<file path="src/rtl/defog_pkg.sv">
// Shared types, widths and arithmetic helpers for the defog recovery pipeline.
package defog_pkg;

  localparam int PIPE_LAT = 5;
  localparam int PIX_W    = 8;
  localparam int RECIP_W  = 16;

  typedef struct packed {
    logic [PIX_W-1:0] r;
    logic [PIX_W-1:0] g;
    logic [PIX_W-1:0] b;
  } rgb_t;

  typedef struct packed {
    logic hsync;
    logic vsync;
    logic de;
  } sync_t;

  // floor(65535/x), saturating at x == 0
  function automatic logic [RECIP_W-1:0] recip(input logic [PIX_W-1:0] x);
    logic [RECIP_W-1:0] res;
    if (x == 8'd0) res = 16'hFFFF;
    else           res = 16'(32'd65535 / {24'd0, x});
    return res;
  endfunction

  function automatic logic signed [17:0] scale_diff(input logic [PIX_W-1:0] pix,
                                                    input logic [PIX_W-1:0] a,
                                                    input logic [RECIP_W-1:0] rcp);
    logic signed [8:0]  diff;
    logic signed [25:0] prod;
    diff = $signed({1'b0, pix}) - $signed({1'b0, a});
    prod = 26'(diff) * $signed({10'd0, rcp});
    return 18'(prod >>> 8);
  endfunction

  function automatic logic [PIX_W-1:0] clamp_u8(input logic signed [18:0] v);
    logic [PIX_W-1:0] res;
    if (v < 19'sd0)        res = 8'd0;
    else if (v > 19'sd255) res = 8'd255;
    else                   res = v[7:0];
    return res;
  endfunction

endpackage

</file>
<file path="src/rtl/defog_recover_if.sv">
// Video stream bundle for defog_recover: hazy pixel + dark channel in, recovered pixel out.
interface defog_recover_if;
  import defog_pkg::*;

  logic [3*PIX_W-1:0] i_rgb;
  logic [PIX_W-1:0]   i_dark;
  logic               i_hsync;
  logic               i_vsync;
  logic               i_de;
  logic [3*PIX_W-1:0] o_rgb;
  logic               o_hsync;
  logic               o_vsync;
  logic               o_de;
  logic [PIX_W-1:0]   o_a;

  modport master (
    output i_rgb, i_dark, i_hsync, i_vsync, i_de,
    input  o_rgb, o_hsync, o_vsync, o_de, o_a
  );

  modport slave (
    input  i_rgb, i_dark, i_hsync, i_vsync, i_de,
    output o_rgb, o_hsync, o_vsync, o_de, o_a
  );
endinterface

</file>
<file path="src/rtl/defog_recip_lut.sv">
// Registered 256x16 reciprocal ROM; RST_VAL sets the output register value under reset.
module defog_recip_lut
  import defog_pkg::*;
#(
  parameter logic [RECIP_W-1:0] RST_VAL = 16'd0
) (
  input  logic               pixelclk,
  input  logic               reset_n,
  input  logic [PIX_W-1:0]   addr,
  output logic [RECIP_W-1:0] data
);

  logic [RECIP_W-1:0] rom [256];
  logic [RECIP_W-1:0] data_d;
  logic [RECIP_W-1:0] data_q;

  // Constant per-entry division folds into a plain lookup table.
  for (genvar gi = 0; gi < 256; gi++) begin : g_rom
    assign rom[gi] = recip(8'(gi));
  end

  always_comb begin
    data_d = rom[addr];
  end

  always_ff @(posedge pixelclk or negedge reset_n) begin
    if (!reset_n) data_q <= RST_VAL;
    else          data_q <= data_d;
  end

  assign data = data_q;

endmodule

</file>
<file path="src/rtl/defog_recover.sv">
// Dark-channel-prior haze removal: 5-stage pipeline recovering J = A + (I - A)/t.
// Build option: DEFOG_A_IIR_EN smooths the per-frame atmospheric light update.
module defog_recover
  import defog_pkg::*;
#(
  parameter int unsigned OMEGA  = 243,
  parameter int unsigned T_MIN  = 26,
  parameter int unsigned A_INIT = 255
) (
  input logic            pixelclk,
  input logic            reset_n,
  defog_recover_if.slave vid
);

  localparam logic [PIX_W-1:0] OMEGA_B  = 8'(OMEGA);
  localparam logic [PIX_W-1:0] T_MIN_B  = 8'(T_MIN);
  localparam logic [PIX_W-1:0] A_INIT_B = 8'(A_INIT);

  typedef struct packed {
    logic [15:0]      ratio_raw;
    rgb_t             pix;
    logic [PIX_W-1:0] a;
  } s1_t;

  typedef struct packed {
    logic [PIX_W-1:0] t_raw;
    rgb_t             pix;
    logic [PIX_W-1:0] a;
  } s2_t;

  typedef struct packed {
    rgb_t             pix;
    logic [PIX_W-1:0] a;
  } s3_t;

  typedef struct packed {
    logic signed [17:0] sr;
    logic signed [17:0] sg;
    logic signed [17:0] sb;
    logic [PIX_W-1:0]   a;
  } s4_t;

  s1_t s1_d, s1_q;
  s2_t s2_d, s2_q;
  s3_t s3_d, s3_q;
  s4_t s4_d, s4_q;
  rgb_t s5_d, s5_q;
  sync_t sync_d [PIPE_LAT];
  sync_t sync_q [PIPE_LAT];

  logic [PIX_W-1:0]   a_d, a_q;
  logic [PIX_W-1:0]   fmax_d, fmax_q;
  logic               vs_prev_d, vs_prev_q;
  logic [PIX_W-1:0]   fmax_upd;
  logic [PIX_W-1:0]   t_clamped;
  logic [PIX_W-1:0]   ratio;
  logic [15:0]        omega_prod;
  logic [RECIP_W-1:0] recip_a;
  logic [RECIP_W-1:0] recip_t;

  defog_recip_lut #(.RST_VAL(recip(A_INIT_B))) u_recip_a (
    .pixelclk (pixelclk),
    .reset_n  (reset_n),
    .addr     (a_q),
    .data     (recip_a)
  );

  // The ROM output register doubles as the S3 recip(t) stage.
  defog_recip_lut #(.RST_VAL(16'd0)) u_recip_t (
    .pixelclk (pixelclk),
    .reset_n  (reset_n),
    .addr     (t_clamped),
    .data     (recip_t)
  );

  // Next-state for frame max, atmospheric light and all pipeline stages.
  always_comb begin
    if (vid.i_de && (vid.i_dark > fmax_q)) fmax_upd = vid.i_dark;
    else                                   fmax_upd = fmax_q;

    vs_prev_d = vid.i_vsync;
    a_d       = a_q;
    fmax_d    = fmax_upd;
    if (vid.i_vsync && !vs_prev_q) begin
      fmax_d = 8'd0;
      if (fmax_upd != 8'd0) begin
`ifdef DEFOG_A_IIR_EN
        a_d = 8'((10'd3 * {2'b00, a_q} + {2'b00, fmax_upd}) >> 2);
`else
        a_d = fmax_upd;
`endif
      end else begin
        a_d = a_q;
      end
    end else begin
      fmax_d = fmax_upd;
    end

    s1_d.ratio_raw = 16'((24'(vid.i_dark) * 24'(recip_a)) >> 8);
    s1_d.pix       = rgb_t'(vid.i_rgb);
    s1_d.a         = a_q;

    if (s1_q.ratio_raw > 16'd255) ratio = 8'd255;
    else                          ratio = s1_q.ratio_raw[7:0];
    omega_prod  = 16'(OMEGA_B) * 16'(ratio);
    s2_d.t_raw  = 8'd255 - omega_prod[15:8];
    s2_d.pix    = s1_q.pix;
    s2_d.a      = s1_q.a;

    if (s2_q.t_raw < T_MIN_B) t_clamped = T_MIN_B;
    else                      t_clamped = s2_q.t_raw;
    s3_d.pix = s2_q.pix;
    s3_d.a   = s2_q.a;

    s4_d.sr = scale_diff(s3_q.pix.r, s3_q.a, recip_t);
    s4_d.sg = scale_diff(s3_q.pix.g, s3_q.a, recip_t);
    s4_d.sb = scale_diff(s3_q.pix.b, s3_q.a, recip_t);
    s4_d.a  = s3_q.a;

    // Blanking pixels are forced to black at the output.
    if (sync_q[PIPE_LAT-2].de) begin
      s5_d.r = clamp_u8(19'($signed({1'b0, s4_q.a})) + 19'(s4_q.sr));
      s5_d.g = clamp_u8(19'($signed({1'b0, s4_q.a})) + 19'(s4_q.sg));
      s5_d.b = clamp_u8(19'($signed({1'b0, s4_q.a})) + 19'(s4_q.sb));
    end else begin
      s5_d = '{r: 8'd0, g: 8'd0, b: 8'd0};
    end

    sync_d[0] = '{hsync: vid.i_hsync, vsync: vid.i_vsync, de: vid.i_de};
    for (int i = 1; i < PIPE_LAT; i++) begin
      sync_d[i] = sync_q[i-1];
    end
  end

  // State and pipeline registers.
  always_ff @(posedge pixelclk or negedge reset_n) begin
    if (!reset_n) begin
      a_q       <= A_INIT_B;
      fmax_q    <= 8'd0;
      vs_prev_q <= 1'b0;
      s1_q      <= '0;
      s2_q      <= '0;
      s3_q      <= '0;
      s4_q      <= '0;
      s5_q      <= '0;
      for (int i = 0; i < PIPE_LAT; i++) begin
        sync_q[i] <= '0;
      end
    end else begin
      a_q       <= a_d;
      fmax_q    <= fmax_d;
      vs_prev_q <= vs_prev_d;
      s1_q      <= s1_d;
      s2_q      <= s2_d;
      s3_q      <= s3_d;
      s4_q      <= s4_d;
      s5_q      <= s5_d;
      for (int i = 0; i < PIPE_LAT; i++) begin
        sync_q[i] <= sync_d[i];
      end
    end
  end

  assign vid.o_rgb   = s5_q;
  assign vid.o_hsync = sync_q[PIPE_LAT-1].hsync;
  assign vid.o_vsync = sync_q[PIPE_LAT-1].vsync;
  assign vid.o_de    = sync_q[PIPE_LAT-1].de;
  assign vid.o_a     = a_q;

endmodule

</file>
<file path="src/flat_wrapper.sv">
// flat-port wrapper written by rule: the top's interface ports become plain ports
module defog_recover_flat import defog_pkg::*;
#(
  parameter int unsigned OMEGA  = 243,
  parameter int unsigned T_MIN  = 26,
  parameter int unsigned A_INIT = 255
)
  (pixelclk, reset_n, vid_i_rgb, vid_i_dark, vid_i_hsync, vid_i_vsync, vid_i_de, vid_o_rgb, vid_o_hsync, vid_o_vsync, vid_o_de, vid_o_a);
  defog_recover_if vid_i ();
  input logic pixelclk;
  input logic reset_n;
  input wire logic [$bits(vid_i.i_rgb)-1:0] vid_i_rgb;
  input wire logic [$bits(vid_i.i_dark)-1:0] vid_i_dark;
  input wire logic [$bits(vid_i.i_hsync)-1:0] vid_i_hsync;
  input wire logic [$bits(vid_i.i_vsync)-1:0] vid_i_vsync;
  input wire logic [$bits(vid_i.i_de)-1:0] vid_i_de;
  output wire logic [$bits(vid_i.o_rgb)-1:0] vid_o_rgb;
  output wire logic [$bits(vid_i.o_hsync)-1:0] vid_o_hsync;
  output wire logic [$bits(vid_i.o_vsync)-1:0] vid_o_vsync;
  output wire logic [$bits(vid_i.o_de)-1:0] vid_o_de;
  output wire logic [$bits(vid_i.o_a)-1:0] vid_o_a;
  assign vid_i.i_rgb = vid_i_rgb;
  assign vid_i.i_dark = vid_i_dark;
  assign vid_i.i_hsync = vid_i_hsync;
  assign vid_i.i_vsync = vid_i_vsync;
  assign vid_i.i_de = vid_i_de;
  assign vid_o_rgb = vid_i.o_rgb;
  assign vid_o_hsync = vid_i.o_hsync;
  assign vid_o_vsync = vid_i.o_vsync;
  assign vid_o_de = vid_i.o_de;
  assign vid_o_a = vid_i.o_a;
  defog_recover #(.OMEGA(OMEGA), .T_MIN(T_MIN), .A_INIT(A_INIT)) u_core (.pixelclk(pixelclk), .reset_n(reset_n), .vid(vid_i));
endmodule
</file>
<file path="config.mk">
export PLATFORM = sky130hd
export DESIGN_NAME = defog_recover_flat
export DESIGN_NICKNAME = d
export VERILOG_FILES = /design/src/rtl/defog_pkg.sv /design/src/rtl/defog_recover_if.sv /design/src/rtl/defog_recip_lut.sv /design/src/rtl/defog_recover.sv /design/src/flat_wrapper.sv
export SDC_FILE = /design/constraint.sdc
export NUM_CORES = 2
export LEC_CHECK = 0
export BUFFER_PORTS_ARGS = -buffer_cell sky130_fd_sc_hd__buf_2
export CORE_MARGIN = 3
export CORE_UTILIZATION = 50
export CTS_CLUSTER_DIAMETER = 100
export DETAILED_ROUTE_END_ITERATION = 6
export GPL_TIMING_DRIVEN = 0
export PLACE_DENSITY_LB_ADDON = 0.05
export SLEW_MARGIN = 20
export SYNTH_ARGS = -nofsm -noshare
export SYNTH_HDL_FRONTEND = slang
export SYNTH_SLANG_ARGS = --single-unit
</file>
<file path="constraint.sdc">
create_clock -name pixelclk -period 8.3 [get_ports pixelclk]
set_input_delay 1.245 -clock pixelclk [delete_from_list [all_inputs] [get_ports pixelclk]]
set_output_delay 1.245 -clock pixelclk [all_outputs]
set_load 0.005 [all_outputs]
</file>
**Word-level counts from Yosys, hierarchy flattened**

Memory sizes are Yosys's and may differ from the RTL's. A register that Yosys moved wholly into a read port is not among the register bits.
Cells that the tools add are included.

- Memory bits (read-only): 8192
- Register bits after elaboration: 237
- Input bits: 37
- Memories: 2
- Output and inout port bits: 35

- Add/subtract/negate cells: 7
- Reductions and logical operators: 7
- Muxes and demuxes: 11
- $mul: 5
- Order comparisons: 9
- Bitwise logic cells: 2

Memory list:

| name | depth | width | rd ports | clocked after memory_dff | write ports | RTL line | source |
|---|---|---|---|---|---|---|---|
| (name not given) | 256 | 16 | 1 | 1 | 0 | defog_recip_lut.sv:23 | `data_d = rom[addr];` |
| (name not given) | 256 | 16 | 1 | 1 | 0 | defog_recip_lut.sv:23 |  |

Operator list:

| cell | count |
|---|---|
| 8-bit 2-to-1 mux | 10 |
| 9-bit by 17-bit multiplier with 26-bit output | 3 |
| 9-bit by 18-bit adder with 19-bit output | 3 |
| 19-bit by 9-bit > comparator with 1-bit output, second input constant | 3 |
| 19-bit by 1-bit < comparator with 1-bit output, second input constant | 3 |
| 8-bit by 8-bit subtractor with 9-bit output | 3 |
| 8-bit by 16-bit multiplier with 24-bit output | 1 |
| 24-bit 2-to-1 mux | 1 |
| 8-bit inverter with 9-bit output | 2 |
| 16-bit by 8-bit > comparator with 1-bit output, second input constant | 1 |
| 8-bit by 8-bit multiplier with 16-bit output, first input constant | 1 |
| 8-bit > comparator | 1 |
| 8-bit by 5-bit < comparator with 1-bit output, second input constant | 1 |
| 8-bit nonzero test | 1 |
| 8-bit subtractor, first input constant | 1 |
| 1-bit logical NOT | 3 |
| 1-bit logical AND | 2 |
| 2-bit AND reduction | 1 |

**Logic depth before layout (Yosys ltp)**

- Depth after elaboration: 5
- Depth in mapped cells: 30

**By module**

From an unflattened synthesis, not the netlist that was laid out.

- Cells, all modules: 3639
- Area, all modules: 33843.7 µm²

By module, submodules not included:

| module | instances | seq. area each (µm²) | cells each | area each (µm²) |
|---|---|---|---|---|
| defog_recover | 1 | 5940.7 | 2736 | 27473.8 |
| defog_recip_lut at u_core.u_recip_t | 1 | 400.4 | 457 | 3208.1 |
| defog_recip_lut at u_core.u_recip_a | 1 | 402.9 | 446 | 3161.8 |

**Least setup slack after synthesis**

No wires, ideal clock.

- Path kind: flip-flop to flip-flop
- From: register u_core.s3_q[1] (netlist bit)
- To: register u_core.s4_q[55] (netlist bit)
- Library setup time: 0.080 ns
- Data required time: 8.220 ns
- Stages on the path, launching flop included: 27
- Clock period less this slack: 6.964 ns
- Setup slack: 1.336 ns
- Arrival time: 6.884 ns
- Cell sequence: dfrtp_1 inv_1 ha_1 nor2b_1 o21ai_0 a21boi_0 o21ai_0 a21boi_0 o21ai_0 a21boi_0 or3b_2 fa_1 fa_1 inv_1 fa_1 fa_1 inv_1 fa_1 inv_1 ha_1 o21a_1 a211oi_2 a211oi_2 o31a_2 or4_1 a31oi_1 xnor2_1

RTL lines:

| what | RTL line | source |
|---|---|---|
| start, declared | defog_recover.sv:45 | `s3_t s3_d, s3_q;` |
| start signal, assigned | defog_recover.sv:143 | `s3_q <= '0;` |
| start signal, assigned | defog_recover.sv:155 | `s3_q <= s3_d;` |
| end signal, assigned | defog_recover.sv:144 | `s4_q <= '0;` |
| end signal, assigned | defog_recover.sv:156 | `s4_q <= s4_d;` |
| end, declared | defog_recover.sv:46 | `s4_t s4_d, s4_q;` |

==> flow_metrics.env <==
export IMPL_status="finished clean"
export IMPL_syn2layout_area_growth_pct=7.744
export IMPL_diodes=0
export IMPL_hold_viol=0
export IMPL_synth_seq_cells=269
export IMPL_track_usage_pct=30.35
export IMPL_worstPathRequired_ns=8.78
export IMPL_drt_total_wl_um=107500
export IMPL_ys_seq_area_share_pct=19.85
export IMPL_whs_ns=0.3431
export IMPL_vias=28264
export IMPL_fp_dieH_um=266.7
export IMPL_grt_pass1_vias=28640
export IMPL_vias_per_cell=5.975
export IMPL_worst_hold_path_type="reg -> reg"
export IMPL_syn_area_sq_um=33980
export IMPL_fin_crit_ns=7.887
export IMPL_fin_crit_sh_pct=95.02
export IMPL_worst_pin_slew_ns=1.044
export IMPL_reg2reg_from="u_core.s3_q[0]"
export IMPL_synth_edf_count=0
export IMPL_synth_async_reset_ratio_pct=100.0
export IMPL_synthTopCellsByCount="439 x inv_1, 400 x fa_1, 356 x ha_1"
export IMPL_max_freq_mhz=126.8
export IMPL_critical_path_endpoint="u_core.s4_q[25]"
export IMPL_finalWeightedCongestion=1.026
export IMPL_drive_gt1_share_pct=6.906
export IMPL_hpwl_um=83180
export IMPL_cp_max_fo=10
export IMPL_drt_iter0_drc=2422
export IMPL_clock_skew_final_ns=0.008918
export IMPL_slew_violations=0
export IMPL_ys_warn_count=0
export IMPL_critPathLaunch="u_core.s3_q[0]"
export IMPL_grt_overflow_total=0
export IMPL_die_x_um=266.7
export IMPL_max_slew_margin_rel_pct=29.90
export IMPL_clock_sinks=269
export IMPL_yosysMostFrequentCell="inv_1"
export IMPL_clk_pin_slew_worst_paths_ns=0.06
export IMPL_synthTopCellsByArea="fa_1 24%, dfrtp_1 19%, ha_1 13%, inv_1 4.8%, and2_1 4.3%"
export IMPL_r2r_end="u_core.s4_q[25]"
export IMPL_grt_max_degree=103
export IMPL_ys_flop_type="dfrtp_1"
export IMPL_r2r_setup_slack_ns=0.41
export IMPL_syn_inst=3735
export IMPL_finalSetupViolCount=0
export IMPL_cts_htree_levels=1
export IMPL_start_util_pct=51.05
export IMPL_critPathKind="reg -> reg"
export IMPL_antenna_left=0
export IMPL_fin_nets=4637
export IMPL_drv_cap=0
export IMPL_synth_top_cell_area_share_pct=23.57
export IMPL_cp_start_kind="register"
export IMPL_slowest_stage="nor2_1"
export IMPL_path_common_cell="fa_1"
export IMPL_post_route_drc_count=0
export IMPL_synth_distinct_cells=99
export IMPL_cts_max_path_buffers=3
export IMPL_critPathArrivalTime_ns=8.36
export IMPL_fill_cells=6088
export IMPL_end_kind="register"
export IMPL_cts_inserted_buffers=31
export IMPL_reg2regPathDepth=28
export IMPL_yosysTopAreaCell="fa_1"
export IMPL_port_buffers=70
export IMPL_antenna_found_initial=0
export IMPL_cts_tree="built"
export IMPL_pin_count=72
export IMPL_rows=94
export IMPL_wire_per_inst_um=22.72
export IMPL_die_area_sq_um=71120
export IMPL_avgSynthCellArea_sq_um=9.098
export IMPL_fin_tns_setup_ns=0
export IMPL_grt_pass1_wl_um=166100
export IMPL_critPathMaxStageDelay_ns=0.63
export IMPL_core_area_sq_um=66570
export IMPL_cts_root_buffer="clkbuf_16"
export IMPL_clock_latency_ns=0.59
export IMPL_drt_pass1_iter_count=6
==> cells in the final DEF, fill, tap and decap left out, drive strengths merged, types with 33 or more instances in the layout <==
cell type and n:
inv 447, fa 400, ha 356, nand2 319, dfrtp 259, nor2 250
and2 232, clkbuf 197, a21oi 183, o21ai 156, buf 129, nand2b 107
xnor2 60, nand3 59, nor3 54, nor3b 45, a31oi 34, a211oi 34
nor2b 33
==> routing by layer <==
layer	GRT usage, %	routed length (um)
met1	39.57	42740
met2	48.41	48380
met3	5.632	9514
met4	15.87	6848
met5	0	0
==> stage by stage <==
stage	setup WS, ns	utilization (%)	std cells	cell area (sq um)
after global placement	-0.3289	53.21	4672	35420
after CTS	0.05542	54.93	4729	36570
after detailed placement	0.1291	53.33	4674	35500
after global routing	-0.002081	55.00	4730	36610
final	0.4133	55.00	4730	36610
after floorplan	1.336	-	3738	33990
==> area by class of cell <==
type	count	area [sq um]	area share [%]
Sequential cell	269	6745	18.42
Clock buffer	39	845.8	2.310
Inverter	447	1685	4.603
Buffer	213	925.9	2.529
Timing Repair Buffer	74	430.4	1.176
Multi-Input combinational cell	2808	24680	67.41
Tap cell	864	1081	2.953
Clock inverter	16	219.0	0.5981
==> worst min path at each step <==
stage	startpoint	to	slack, ns	depth (start not counted)
after global routing	u_core.s1_q[18]	u_core.s2_q[18]	0.35	0
final	u_core.s1_q[18]	u_core.s2_q[18]	0.34	0
after detailed placement	u_core.s1_q[18]	u_core.s2_q[18]	0.33	0
after floorplan	u_core.s1_q[0]	u_core.s2_q[0]	0.33	0
after CTS	u_core.s1_q[18]	u_core.s2_q[18]	0.35	0
after global placement	u_core.sync_d[4]	u_core.sync_d[1]	0.33	0
==> timing repair <==
action / 4_1_cts / 5_1_grt
hold buffers: 0 / 0
setup endpoints to repair: 0 / 23
buffers inserted: 0 / 2
gates resized for setup: 0 / 16
==> worst max-delay path: cells and delay by family (launching register included) <==
family                   cells  cell delay, ns
AO/OA/AOI/OAI                9            1.99
XOR/XNOR                     1            0.14
adder cells (fa/ha/maj)      8            3.46
buffers and inverters        4            0.57
flip-flops                   1            0.51
AND/OR/NAND/NOR              6            1.08
==> kinds of logic after synthesis <==
| kind of cell | share of synthesized area [%] |
|---|---|
| adder cells (fa/ha/maj) | 36.67 |
| AND/OR/NAND/NOR | 18.29 |
| buffers and inverters | 7.685 |
| other | 0.01104 |
| multiplexers | 1.351 |
| XOR/XNOR | 2.371 |
| AO/OA/AOI/OAI | 13.78 |
| flip-flops | 19.85 |
==> state kept, by name, indices dropped and copies added, names as in the netlist, 8 cells and up <==
name and count:
u_core.s4_q 62, u_core.s1_q 48, u_core.s2_q 40, u_core.s3_q 32, u_core.vid.o_rgb 24, u_core.u_recip_a.data 16, u_core.u_recip_t.data 16, u_core.sync_d 12
u_core.fmax_q 8, u_core.vid.o_a 8
Power is not shown: default switching activity piles up to over one toggle a cycle in this logic, so the estimate is an artifact.
